<file path="src/rtl/dmem_arbiter.sv">
// Arbitrates one single-port memory bus between instruction fetch and the MEMORY stage, with a 1-entry posted write buffer.
// Define DMEM_ARB_RR_EN for round-robin between I and D reads (default: D reads win).
module dmem_arbiter #(
    parameter int ADDR_W = 32,
    parameter int DATA_W = 32
) (
    input  logic              clk,
    input  logic              reset,
    input  logic [ADDR_W-1:0] imem_addr,
    input  logic              imem_rd_enable,
    output logic [DATA_W-1:0] imem_rd_data,
    output logic              imem_rd_ready,
    input  logic [ADDR_W-1:0] mem_addr,
    input  logic              mem_rd_enable,
    output logic [DATA_W-1:0] mem_rd_data,
    output logic              mem_rd_ready,
    input  logic              mem_wr_enable,
    input  logic [DATA_W-1:0] mem_wr_data,
    input  logic [1:0]        mem_wr_size,
    output logic              wbuf_full,
    output logic              wbuf_ovf,
    output logic [ADDR_W-1:0] bus_addr,
    output logic [DATA_W-1:0] bus_wr_data,
    output logic [1:0]        bus_wr_size,
    output logic              bus_wr_enable,
    output logic              bus_rd_enable,
    input  logic [DATA_W-1:0] bus_rd_data,
    input  logic              bus_ready
);

    typedef enum logic [1:0] {IDLE, IREAD, DREAD, DWRITE} state_t;

    state_t            state_reg, state_next;
    logic [ADDR_W-1:0] bus_addr_reg, bus_addr_next;
    logic [DATA_W-1:0] bus_wr_data_reg, bus_wr_data_next;
    logic [1:0]        bus_wr_size_reg, bus_wr_size_next;
    logic              bus_wr_enable_reg, bus_wr_enable_next;
    logic              bus_rd_enable_reg, bus_rd_enable_next;
    logic              wbuf_full_reg, wbuf_full_next;
    logic [ADDR_W-1:0] wbuf_addr_reg, wbuf_addr_next;
    logic [DATA_W-1:0] wbuf_data_reg, wbuf_data_next;
    logic [1:0]        wbuf_size_reg, wbuf_size_next;
    logic              wbuf_ovf_reg, wbuf_ovf_next;

    logic       drain;
    logic       capture;
    logic       pick_d;
    logic [1:0] store_size;

    assign drain      = (state_reg == DWRITE) && bus_ready;
    assign capture    = mem_wr_enable && (!wbuf_full_reg || drain);
    assign store_size = (mem_wr_size == 2'b11) ? 2'b10 : mem_wr_size;

`ifdef DMEM_ARB_RR_EN
    logic rr_last_reg;  // 1 when the last completed read belonged to the D-port

    always_ff @(posedge clk or negedge reset) begin
        if (!reset)
            rr_last_reg <= 1'b0;
        else if ((state_reg == IREAD || state_reg == DREAD) && bus_ready)
            rr_last_reg <= (state_reg == DREAD);
    end

    assign pick_d = mem_rd_enable && (!imem_rd_enable || !rr_last_reg);
`else
    assign pick_d = mem_rd_enable;
`endif

    always_ff @(posedge clk or negedge reset) begin
        if (!reset)
            state_reg <= IDLE;
        else
            state_reg <= state_next;
    end

    always_ff @(posedge clk or negedge reset) begin
        if (!reset) begin
            bus_addr_reg      <= '0;
            bus_wr_data_reg   <= '0;
            bus_wr_size_reg   <= '0;
            bus_wr_enable_reg <= 1'b0;
            bus_rd_enable_reg <= 1'b0;
            wbuf_full_reg     <= 1'b0;
            wbuf_addr_reg     <= '0;
            wbuf_data_reg     <= '0;
            wbuf_size_reg     <= '0;
            wbuf_ovf_reg      <= 1'b0;
        end else begin
            bus_addr_reg      <= bus_addr_next;
            bus_wr_data_reg   <= bus_wr_data_next;
            bus_wr_size_reg   <= bus_wr_size_next;
            bus_wr_enable_reg <= bus_wr_enable_next;
            bus_rd_enable_reg <= bus_rd_enable_next;
            wbuf_full_reg     <= wbuf_full_next;
            wbuf_addr_reg     <= wbuf_addr_next;
            wbuf_data_reg     <= wbuf_data_next;
            wbuf_size_reg     <= wbuf_size_next;
            wbuf_ovf_reg      <= wbuf_ovf_next;
        end
    end

    always_comb begin
        state_next         = state_reg;
        bus_addr_next      = bus_addr_reg;
        bus_wr_data_next   = bus_wr_data_reg;
        bus_wr_size_next   = bus_wr_size_reg;
        bus_wr_enable_next = bus_wr_enable_reg;
        bus_rd_enable_next = bus_rd_enable_reg;
        wbuf_full_next     = wbuf_full_reg;
        wbuf_addr_next     = wbuf_addr_reg;
        wbuf_data_next     = wbuf_data_reg;
        wbuf_size_next     = wbuf_size_reg;
        wbuf_ovf_next      = wbuf_ovf_reg;

        if (drain)
            wbuf_full_next = 1'b0;
        if (capture) begin
            wbuf_full_next = 1'b1;
            wbuf_addr_next = mem_addr;
            wbuf_data_next = mem_wr_data;
            wbuf_size_next = store_size;
        end else if (mem_wr_enable) begin
            wbuf_ovf_next = 1'b1;
        end

        case (state_reg)
            IDLE: begin
                // A store strobed this cycle is already headed for the buffer, so it beats a same-cycle load.
                if (wbuf_full_reg || mem_wr_enable) begin
                    state_next         = DWRITE;
                    bus_wr_enable_next = 1'b1;
                    if (wbuf_full_reg) begin
                        bus_addr_next    = wbuf_addr_reg;
                        bus_wr_data_next = wbuf_data_reg;
                        bus_wr_size_next = wbuf_size_reg;
                    end else begin
                        bus_addr_next    = mem_addr;
                        bus_wr_data_next = mem_wr_data;
                        bus_wr_size_next = store_size;
                    end
                end else if (pick_d) begin
                    state_next         = DREAD;
                    bus_rd_enable_next = 1'b1;
                    bus_addr_next      = mem_addr;
                end else if (imem_rd_enable) begin
                    state_next         = IREAD;
                    bus_rd_enable_next = 1'b1;
                    bus_addr_next      = imem_addr;
                end
            end
            IREAD, DREAD: begin
                if (bus_ready) begin
                    state_next         = IDLE;
                    bus_rd_enable_next = 1'b0;
                end
            end
            DWRITE: begin
                if (bus_ready) begin
                    state_next         = IDLE;
                    bus_wr_enable_next = 1'b0;
                end
            end
            default: state_next = IDLE;
        endcase
    end

    // A dropped request (flush) suppresses the ready pulse; the bus op still finishes.
    assign imem_rd_ready = (state_reg == IREAD) && bus_ready && imem_rd_enable;
    assign mem_rd_ready  = (state_reg == DREAD) && bus_ready && mem_rd_enable;
    assign imem_rd_data  = imem_rd_ready ? bus_rd_data : '0;
    assign mem_rd_data   = mem_rd_ready ? bus_rd_data : '0;

    assign wbuf_full     = wbuf_full_reg;
    assign wbuf_ovf      = wbuf_ovf_reg;
    assign bus_addr      = bus_addr_reg;
    assign bus_wr_data   = bus_wr_data_reg;
    assign bus_wr_size   = bus_wr_size_reg;
    assign bus_wr_enable = bus_wr_enable_reg;
    assign bus_rd_enable = bus_rd_enable_reg;

endmodule
</file>
<file path="config.mk">
export PLATFORM = sky130hd
export DESIGN_NAME = dmem_arbiter
export DESIGN_NICKNAME = d
export VERILOG_FILES = /design/src/rtl/dmem_arbiter.sv
export SDC_FILE = /design/constraint.sdc
export NUM_CORES = 1
export LEC_CHECK = 0
export BUFFER_PORTS_ARGS = -buffer_cell sky130_fd_sc_hd__buf_2
export CORE_MARGIN = 5
export CORE_UTILIZATION = 23
export DETAILED_ROUTE_END_ITERATION = 16
export HOLD_SLACK_MARGIN = 0.06
export PLACE_DENSITY = 0.43
export SLEW_MARGIN = 0
export SYNTH_ARGS = -nofsm -noshare
export SYNTH_HDL_FRONTEND = slang
export SYNTH_SLANG_ARGS = --single-unit
</file>
<file path="constraint.sdc">
create_clock -name clk -period 5.01 [get_ports clk]
set_clock_uncertainty 0.2 [all_clocks]
set_input_delay 0.7515 -clock clk [delete_from_list [all_inputs] [get_ports clk]]
set_output_delay 0.7515 -clock clk [all_outputs]
set_load 0.02 [all_outputs]
</file>
* After elaboration in Yosys (flattened, before gate mapping) *
Cells that the tools add are included.

operators by class
  eq/ne operators = 11
  reductions and logical operators = 22
  bitwise logic cells = 1
  multiplexer cells = 23

operator list
  operator                                               count
  two-way mux 32 bit                                     7
  two-way mux 2 bit                                      6
  inequality test 2 bit, second input constant           4
  AND reduction 2 bit                                    4
  two-way mux 1 bit                                      7
  == test 2 bit, second input constant                   3
  logical AND 1 bit                                      6
  nonzero test 2 bit                                     3
  inequality test 4 bit, second input constant           1
  case mux 1 bit (2 select lines)                        2
  case mux 2 bit (2 select lines)                        1
  AND reduction 4 bit                                    1
  inequality test 3 bit, second input constant           1
  AND reduction 3 bit                                    1
  nonzero test 3 bit                                     1
  OR reduction 3 bit                                     1
  == test 2 x 1 -> 1 bit, second input constant          1
  logical NOT 2 bit                                      1
  logical OR 1 bit                                       2
  inequality test 2 x 1 -> 1 bit, second input constant  1
  OR reduction 2 bit                                     1
  logical NOT 1 bit                                      1
  inverter 1 bit                                         1

storage, ports and cells
  register bits = 138
  logic and storage cells = 68
  input port bits = 136

* Logic depth before layout (Yosys ltp) *
Gate-level depths: netlist of run 1.

  depth in word-level cells = 6
  depth in mapped cells = 7

* Worst setup path before layout of run 1 *
Ideal clock, no wire load.

  path type = input -> output
  start point = in imem_rd_enable
  end point = out imem_rd_data[22]
  cell stages on the path = 3
  buffers on the path = 1
  arrival = 1.599 ns
  setup slack = 2.459 ns
  path through = and3_1 clkbuf_1 and2_1

between the ends
  cells in the longest elaborated chain, start to end = 2

RTL lines
  element             line  RTL
  start: declaration  10    input logic imem_rd_enable,
  logical AND 1 bit   168   assign imem_rd_ready = (state_reg == IREAD) && bus_ready && imem_rd_enable;
  via imem_rd_ready   12    output logic imem_rd_ready,
  two-way mux 32 bit  170   assign imem_rd_data = imem_rd_ready ? bus_rd_data : '0;
  end: declaration    11    output logic [DATA_W-1:0] imem_rd_data,

The timed path passes the listed nets, and every way through them passes these cells.

* Final worst setup path of run 1 *
  start point = in mem_rd_enable
  end point = out mem_rd_data[7]

between the ends
  cells in the longest elaborated chain, start to end = 2

RTL lines
  element             line  RTL
  start: declaration  14    input logic mem_rd_enable,
  logical AND 1 bit   169   assign mem_rd_ready = (state_reg == DREAD) && bus_ready && mem_rd_enable;
  two-way mux 32 bit  171   assign mem_rd_data = mem_rd_ready ? bus_rd_data : '0;
  end: declaration    15    output logic [DATA_W-1:0] mem_rd_data,

Every way passes these cells.

==> impl_metrics.csv, run 1 <==
group,metric,value,unit
drt,vias,5650,
critical_path,critical_path_required,4.06,ns
timing,drv_slew,0,
final_layout,syn_to_final_growth,33.2,%
floorplanning,initial_core_util,23.1,%
synth,ys.flop_type,"dfrtp_1",
synth,synth_area,0.00679,mm2
pwr,power,5380,uW
global_route,grt_pass1_wl,33.3,mm
place,place_hpwl,14.4,mm
clocking,cts_setup_buffers,0,
floorplanning,die_w,182,um
final_layout,final_nets,1033,
final_layout,drive_above_1_share,41.8,%
critical_path,cp-start-kind,"primary input",
critical_path,crit_fanout,40,
flow_run,drv_cap,0,
drt,drc_errors,0,
synth,synth.yosys.warnings,0,
pwr,p_per_area,595,mW/mm2
critical_path,setup.worst_path.end_class,"primary output",
global_route,grt_max_degree,99,
clocking,cts.repair.resized,0,
global_route,grt_pass1_vias,5676,
global_route,grt_use_total,12.5,%
final_layout,fin_util,30.8,%
timing,rsz0062_at_grt,"false",
place,gp_congestion,0.765,
floorplanning,io_pins,272,
clocking,cts-root-buf,"clkbuf_16",
drt,wl_per_cell,16.3,um
synth,async_flop_share,100,%
synth,yosysUniqueCellTypes,29,
synth,avgSynthCellArea,10.4,um2
place,portBuffers,271,
timing,setup_violations,0,
clocking,clk_latency,0.41,ns
critical_path,path_class,"in -> out",
timing,fmax,0.276,GHz
drt,drtIter0Drc,297,
clocking,cts.sinks,138,
clocking,numCtsBuffers,17,
final_layout,layoutNonFillerInstCount,1295,
clocking,cts_hold_buf,0,
clocking,cts_max_path_buffers,2,
floorplanning,rows,63,
clocking,clk_pin_slew_worst_paths,0.06,ns
synth,ys_ff_latch,138,
drt,vias_per_cell,4.36,
timing,fin_crit,3.63,ns
global_route,grt_overflow,0,
floorplanning,die_h,182,um
floorplanning,core_area,0.0294,mm2
synth,synthesis.nets,792,
critical_path,cp.arrival,2.68,ns
place,dp_cells,1263,
timing,slew_headroom,29.6,%
global_route,antenna_found_initial,2,
synth,synth_cells,651,
timing,hold-worst-slack,0.108,ns
final_layout,seq_area,0.00346,mm2
final_layout,multiInputGateArea,0.00298,mm2
min_path,hold_class,"in -> async",
timing,tns,0,ns
timing,period_share,72.4,%
clocking,tritoncts,"yes",
final_layout,antenna_cells,0,
pwr,peakVddDrop,0.219,mV
status,status,"finished clean",
pwr,p_leak,0.00463,uW
clocking,htreeDepth,4,
drt,wl,21.2,mm
synth,synth_edf_count,0,
timing,hold_viol,0,
timing,worst_pin_slew,1.06,ns
floorplanning,die-area,0.0331,mm2
synth,yosysSeqAreaShare,50.8,%
final_layout,nFillCells,3131,
drt,drt_pass1_iterations,5,
drt,ant_nets,0,
## per-stage QoR
stage,setup WS [ns],cell area [um2]
after floorplan,2.46,6790
after global placement,1.47,8470
after detailed placement,1.37,8470
after CTS,1.37,9040
after global routing,1.16,9040
final,1.38,9040
## synthesized netlist by cell type, types with 2 or more instances
library cell | instances | share of area [%]
a21oi_1 | 64 | 4.7
mux2_2 | 66 | 11
or2_2 | 2 | 0.18
ha_1 | 5 | 0.92
dfrtp_1 | 138 | 51
nor4_1 | 33 | 3.0
o21ai_0 | 36 | 2.7
clkbuf_1 | 33 | 1.8
a22o_1 | 33 | 4.3
nand2_1 | 39 | 2.2
buf_6 | 3 | 0.50
inv_1 | 34 | 1.9
buf_2 | 18 | 1.3
a21boi_0 | 2 | 0.22
mux2i_1 | 34 | 5.0
and2_1 | 64 | 5.9
and3_1 | 2 | 0.18
nor2_1 | 34 | 1.9
## layer usage
layer	GRT usage [%]	up-vias	part of all wire, %
met1	17.0	2704	46
met4	3.18	4	1.2
met5	0	-	0.12
met2	19.4	158	46
met3	4.01	22	6.5
li1	-	2762	-
## kinds of logic after synthesis
kind of cell | after synthesis | synth area share [%]
AO/OA/AOI/OAI | 142 | 13.0
adder cells (fa/ha/maj) | 5 | 0.921
buffers and inverters | 88 | 5.53
flip-flops | 138 | 50.8
multiplexers | 100 | 16.0
AND/OR/NAND/NOR | 178 | 13.8
## worst paths after layout
check	startpoint	endpoint	slack [ns]	depth (start not counted)
setup / recovery	mem_rd_enable	mem_rd_data[7]	1.38	4
hold reg to reg	wbuf_ovf	wbuf_ovf	0.26	1
hold / removal	reset	bus_addr[8]	0.11	1
min in group clk	wbuf_ovf	wbuf_ovf	0.26	1
max in group asynchronous	reset	wbuf_addr_reg[26]	3.64	2
setup reg to reg	wbuf_full	wbuf_data_reg[31]	2.06	3
## cell type report
class | count | share of cell area (%)
tap | 390 | 5.39
clock buffer | 19 | 4.79
inverter | 34 | 1.41
timing repair buffer | 276 | 15.6
multi-input combinational | 425 | 33.0
sequential | 138 | 38.2
clock inverter | 13 | 1.60
## power by group
group	switching [uW]	internal, uW
Clock	524	739
Sequential	304	1670
Combinational	1220	933
Total	2040	3340
## cells in the final DEF (no fill, tap or decap), types with 2 or more instances in the layout
master,n
clkinvlp_4,3
nor4_1,33
clkinv_2,2
nand2_1,39
dfrtp_1,137
buf_2,270
or2_2,2
mux2_2,66
ha_1,5
and2_1,64
inv_6,3
inv_1,34
a22o_1,33
clkinv_4,3
clkbuf_1,2
buf_4,4
mux2i_1,34
a21oi_1,64
bufinv_16,2
nor2_1,34
a21boi_0,2
clkbuf_16,17
and3_1,2
o21ai_0,36
## critical path: stages
cell and delay (ns):
buf_2 0.67, and3_1 0.85, and2_1 0.22, buf_2 0.16
Power figures use the tool's default switching activity.
==> run 2: changes to the inputs <==
--- a/config.mk
+++ b/config.mk
@@ -5,12 +5,13 @@
 export SDC_FILE = /design/constraint.sdc
 export NUM_CORES = 1
 export LEC_CHECK = 0
+export ABC_AREA = 1
 export BUFFER_PORTS_ARGS = -buffer_cell sky130_fd_sc_hd__buf_2
 export CORE_MARGIN = 5
 export CORE_UTILIZATION = 23
 export DETAILED_ROUTE_END_ITERATION = 16
 export HOLD_SLACK_MARGIN = 0.06
-export PLACE_DENSITY = 0.43
+export PLACE_DENSITY = 0.44
 export SLEW_MARGIN = 0
 export SYNTH_ARGS = -nofsm -noshare
 export SYNTH_HDL_FRONTEND = slang
==> constraint.sdc (replaced) <==
create_clock -name clk -period 3.3 [get_ports clk]
set_clock_uncertainty 0.2 [all_clocks]
set_input_delay 0.495 -clock clk [delete_from_list [all_inputs] [get_ports clk]]
set_output_delay 0.495 -clock clk [all_outputs]
set_load 0.02 [all_outputs]
==> run 2 against run 1 <==
Synthesized cell count increased by 64%. Wire length increased by 20%. Largest power group unchanged. Sequential share of layout area decreased by 2.9 points. Die area increased by 9.3%. Clock power increased by 56%. Final area increased by 8.3%.
==> impl_metrics.csv, run 2 <==
group,metric,value,unit
final_layout,layout_commonest_cell,"nand2_1",
critical_path,worstSetupStartpoint,"state_reg[1]",
timing,rsz0062_at_grt,"false",
critical_path,rr_startpoint,"state_reg[1]",
timing,drv_slew,0,
drt,wl,25.4,mm
pwr,peakVddDrop,0.293,mV
clocking,clk_pin_slew_worst_paths,0.07,ns
place,gp_congestion,0.804,
drt,vias_per_cell,4.13,
critical_path,setup.worst_path.end_class,"primary output",
final_layout,syn_to_final_growth,31.2,%
synth,synthesis.nets,1211,
pwr,switching_share,42.6,%
synth,synth.yosys.warnings,0,
synth,yosysSeqAreaShare,46.3,%
clocking,tritoncts,"yes",
final_layout,final_nets,1459,
global_route,grt_max_degree,84,
final_layout,drive_above_1_share,24.7,%
status,status,"finished clean",
synth,yosysMostFrequentCell,"nand2_1",
place,portBuffers,271,
synth,synth_area,0.00746,mm2
drt,drt_pass1_iterations,4,
critical_path,path_class,"reg -> out",
drt,vias,7327,
floorplanning,die_w,190,um
synth,synth_top_area_share,46.3,%
pwr,seqPwrFrac,33.4,%
clocking,cts_max_path_buffers,2,
timing,slew_headroom,25.9,%
timing,finalWorstSetupSlack,0.534,ns
critical_path,cp.arrival,2.07,ns
floorplanning,die-area,0.0362,mm2
timing,worst_pin_slew,1.11,ns
clocking,htreeDepth,4,
place,place_hpwl,17.6,mm
critical_path,cp-start-kind,"flop",
clocking,cts.sinks,138,
floorplanning,die_h,190,um
timing,fmax,0.362,GHz
floorplanning,io_pins,272,
floorplanning,rows,66,
floorplanning,initial_core_util,23.1,%
synth,yosys.area.top_type,"dfrtp_1",
flow_run,drv_cap,0,
drt,drc_errors,0,
pwr,p_leak,0.00579,uW
global_route,grt_overflow,0,
global_route,grt_use_total,14.3,%
timing,hold_viol,0,
timing,tns,0,ns
global_route,grt_pass1_vias,7656,
synth,yosysUniqueCellTypes,23,
synth,synth_common_cells,"439 x nand2_1, 175 x inv_1, 138 x dfrtp_1",
synth,ys_top_cells_by_area,"dfrtp_1 46%, nand2_1 22%, inv_1 8.8%",
pwr,p_clk_share,22.9,%
min_path,hold_class,"in -> reg",
synth,ys.flop_type,"dfrtp_1",
timing,setup_violations,0,
pwr,p_int,4930,uW
clocking,cts-root-buf,"clkbuf_16",
place,pre_cts_slack,0.743,ns
pwr,p_per_area,877,mW/mm2
pwr,p_sw,3660,uW
critical_path,critical_path_required,2.60,ns
critical_path,reg2reg_slack,0.93,ns
drt,drtIter0Drc,279,
synth,synth_edf_count,0,
pwr,combinationalPowerShare,43.7,%
final_layout,antenna_cells,0,
drt,wl_per_cell,14.3,um
synth,avgSynthCellArea,6.98,um2
critical_path,crit_fanout,14,
synth,synth_cells,1070,
clocking,clk_latency,0.41,ns
timing,period_share,83.8,%
timing,fin_crit,2.77,ns
clocking,numCtsBuffers,17,
drt,ant_nets,0,
synth,ys_ff_latch,138,
global_route,grt_pass1_wl,41.0,mm
floorplanning,core_area,0.0323,mm2
global_route,antenna_found_initial,1,
final_layout,layout_common_cells,"439 x nand2_1, 270 x buf_2, 175 x inv_1, 137 x dfrtp_1, 69 x nand3_1",
synth,async_flop_share,100,%
min_path,hold_path.startpoint,"mem_wr_data[18]",
[run 2: changes by cell type after synthesis, sizes merged, moves of 36 or more]
cell	change
nand3	+69
and2	-64
inv	+145
nand2	+401
nor2	+36
mux2	-66
a21oi	-60
[run 2: path summary, 6_finish.rpt]
check                                    endpoint  cells after the start
min in group asynchronous          bus_wr_data[6]                      2
worst max register to register        bus_addr[2]                      6
max in group asynchronous            bus_addr[14]                      3
worst max-delay path             imem_rd_data[11]                      6
worst min register to register      bus_rd_enable                      2
worst min-delay path            wbuf_data_reg[18]                      3
[run 2: power groups by stage]
| stage | combinational, uW | sequential, uW | clock [uW] |
|---|---|---|---|
| 6_report | 3750 | 2870 | 1960 |
| 5_1_grt | 4330 | 2970 | 2110 |
| 4_1_cts | 3870 | 2890 | 2040 |
| 3_5_place_dp | 3860 | 2900 | 0 |
| 3_3_place_gp | 3830 | 2900 | 0 |
| 2_1_floorplan | 2200 | 3320 | 0 |
[run 2: routing by layer]
layer | global-route usage [%] | wire (um) | vias to the layer above
met5 | 0 | 13 | -
met4 | 3.62 | 265 | 2
met3 | 3.45 | 1350 | 11
met2 | 24.7 | 12100 | 201
met1 | 18.0 | 11700 | 3404
li1 | - | - | 3709
[run 2: metrics by stage]
stage	instance area, um2	hold slack (ns)	power [uW]	cells	utilization [%]
2_1_floorplan	7460	-0.000591	5520	1070	-
3_3_place_gp	9190	0.258	6730	1740	28.5
3_5_place_dp	9190	0.260	6760	1740	28.5
4_1_cts	9790	0.0670	8800	1773	30.3
5_1_grt	9790	0.0903	9420	1773	30.3
6_report	9790	0.0960	8590	1773	30.3
[run 2: repair_timing]
item / 4_1_cts / 5_1_grt
hold endpoints to repair: 51 / 0
resized for setup: 0 / 0
hold buffers: 1 / 0
buffers inserted: 0 / 0
[run 2: cells by family after synthesis]
family | Yosys count | share of synthesized area, %
AND/OR/NAND/NOR | 580 | 30.6
AO/OA/AOI/OAI | 109 | 8.73
flip-flops | 138 | 46.3
adder cells (fa/ha/maj) | 5 | 0.838
buffers and inverters | 238 | 13.6
[run 2: layout make-up]
cell class,count,area [um2]
clock inverter,12,138
timing repair buffer,288,1510
clock buffer,20,457
tap,442,553
sequential,138,3460
fill,3610,22500
multi-input combinational,694,3010
inverter,179,672
[run 2: critical path: stages, from the launching register on]
cell and delay, ns:
dfrtp_1 0.41, inv_1 0.11, ha_1 0.15, nand3_1 0.36, buf_4 0.35, nor2_1 0.10, buf_2 0.17
==> run 3: changes to the inputs <==
==> constraint.sdc (replaced) <==
create_clock -name clk -period 2.3 [get_ports clk]
set_clock_uncertainty 0.2 [all_clocks]
set_input_delay 0.345 -clock clk [delete_from_list [all_inputs] [get_ports clk]]
set_output_delay 0.345 -clock clk [all_outputs]
set_load 0.02 [all_outputs]
==> run 3 against run 2 <==
The flow now finishes with violations (setup timing). Total power is 53% higher. Largest cell class unchanged. Cell count is 4.8% higher. Wire length is 11% higher. Sequential share of layout area is 5.5 points lower. Largest power group unchanged.
==> impl_metrics.csv, run 3 (same netlist as run 2, synthesis figures left out) <==
group,metric,value,unit
final_layout,layout_commonest_cell,"nand2_1",
drt,drt_pass1_iterations,4,
global_route,grt_pass1_wl,41.6,mm
critical_path,cp.arrival,1.76,ns
drt,vias_per_cell,4.19,
drt,ant_nets,0,
critical_path,setup.worst_path.end_class,"primary output",
floorplanning,initial_core_util,23.1,%
timing,fmax,0.433,GHz
timing,drv_slew,0,
critical_path,rr_startpoint,"state_reg[0]",
pwr,p_sw,5450,uW
pwr,peakVddDrop,0.589,mV
min_path,hold_path.startpoint,"imem_addr[17]",
timing,worst_pin_slew,0.681,ns
global_route,grt_pass1_vias,7968,
final_layout,stdcell_area,0.0116,mm2
pwr,power,13200,uW
final_layout,syn_to_final_growth,55.6,%
place,gp_congestion,0.767,
timing,rsz0062_at_grt,"true",
pwr,seqPwrFrac,31.1,%
drt,vias,7789,
final_layout,seq_area,0.00346,mm2
final_layout,nFillCells,3408,
clocking,numCtsBuffers,17,
status,violations,"setup timing",
final_layout,antenna_cells,0,
critical_path,path_class,"reg -> out",
timing,slew_headroom,54.5,%
global_route,grt_overflow,0,
critical_path,max_stage_delay,0.39,ns
flow_run,drv_cap,0,
clocking,cts_max_path_buffers,2,
critical_path,crit_fanout,8,
final_layout,multiInputGateArea,0.00341,mm2
final_layout,layout_common_cells,"439 x nand2_1, 205 x buf_2, 173 x inv_1, 136 x dfrtp_1, 68 x dlygate4sd3_1",
drt,wl,28.0,mm
critical_path,worstSetupStartpoint,"state_reg[0]",
global_route,grt_max_degree,101,
status,status,"finished, violations left",
drt,drc_errors,0,
pwr,combinationalPowerShare,46.0,%
pwr,p_per_area,1130,mW/mm2
clocking,cts.sinks,138,
critical_path,cp_slowest_cell,"dfrtp_1",
timing,fin_crit,2.31,ns
place,dp_cells,1748,
critical_path,crit_family,"buffers and inverters",
timing,hold_viol,0,
final_layout,final_nets,1545,
timing,setup_violations,2,
pwr,p_leak,0.00632,uW
final_layout,drive_above_1_share,29.5,%
pwr,switching_share,41.4,%
global_route,antenna_found_initial,2,
clocking,htreeDepth,4,
timing,period_share,100,%
floorplanning,rows,66,
clocking,clk_latency,0.42,ns
clocking,clk_pin_slew_worst_paths,0.07,ns
critical_path,path_cells,"inv_2 -> ha_4 -> nand3_4 -> clkbuf_16 -> nor2_2 -> buf_6",
critical_path,critPathBufInv,3,
timing,finalWorstSetupSlack,-0.00969,ns
drt,wl_per_cell,15.1,um
floorplanning,die-area,0.0362,mm2
floorplanning,core_area,0.0323,mm2
min_path,hold_class,"in -> reg",
pwr,p_int,7720,uW
pwr,p_clk_share,22.9,%
clocking,tritoncts,"yes",
timing,tns,-0.0179,ns
place,dpl_cell_area,0.00933,mm2
place,place_hpwl,17.9,mm
critical_path,critical_path_required,1.75,ns
floorplanning,io_pins,272,
drt,drtIter0Drc,218,
clocking,cts-root-buf,"clkbuf_16",
critical_path,cp-start-kind,"flop",
place,portBuffers,271,
final_layout,layoutNonFillerInstCount,1858,
floorplanning,die_w,190,um
global_route,grt_use_total,14.5,%
floorplanning,die_h,190,um
run 3: cell count changes in the layout (fill, tap and decap cells not counted), moves of 3 or more:
cell,delta
dlygate4sd3_1,+67
clkbuf_16,+6
buf_12,+5
nor2_2,+27
buf_2,-65
buf_16,+3
nor2_1,-64
buf_6,+45
buf_4,+24
nor2_4,+37
run 3: final timing paths:
check	to	slack, ns	cells past startpoint
worst max-delay path	mem_rd_data[17]	-0.01	6
worst min-delay path	bus_addr[17]	0.12	7
worst max register to register	wbuf_size_reg[0]	0.17	7
worst min register to register	bus_wr_data[31]	0.27	2
max in group asynchronous	wbuf_full	1.05	3
min in group asynchronous	bus_addr[27]	0.22	2
run 3: metrics by stage:
step                      setup slack, ns  util, %  hold WS (ns)
after global placement              0.416     28.9         0.112
final                            -0.00969     36.0         0.116
after floorplan                     0.457        -        -0.151
after global routing              -0.0752     36.0         0.117
after detailed placement            0.349     28.9         0.113
after CTS                         0.00310     33.4        0.0841
run 3: layout make-up:
type                            count  area share [%]
Multi-Input combinational cell    694            29.4
Timing Repair Buffer              374            24.8
Inverter                          179            5.79
Clock inverter                     10            1.42
Clock buffer                       21            4.05
Tap cell                          442            4.76
Sequential cell                   138            29.8
run 3: metal layers:
metal / vias to the layer above / part of all wire, % / track usage (%)
met3: 31 / 5.2 / 3.27
met4: 4 / 2.1 / 4.14
met1: 3637 / 44 / 18.0
met2: 225 / 49 / 25.2
met5: - / 0.096 / 0
li1: 3892 / - / -
run 3: timing repair:
action,CTS,global route
resized for setup,30,196
setup endpoints to repair,3,65
buffers inserted,1,1
pin swaps,0,1
endpoints found under the hold margin,165,0
gates cloned,2,7
hold buffers,68,0
run 3: power groups by stage:
stage	sequential, uW	clock [uW]	combinational [uW]
after floorplan	4760	0	3160
after detailed placement	4140	0	5670
after global placement	4150	0	5600
after CTS	4110	3120	5880
after global routing	4250	3220	6860
final	4100	3010	6060
run 3: worst reg2reg max path, stage by stage, from the launching register on:
cell and delay (ns):
dfrtp_1 0.39, buf_4 0.16, ha_1 0.22, nand2_1 0.15, nand2_1 0.17, nand4_1 0.11
dlygate4sd3_1 0.54, o21ai_1 0.06
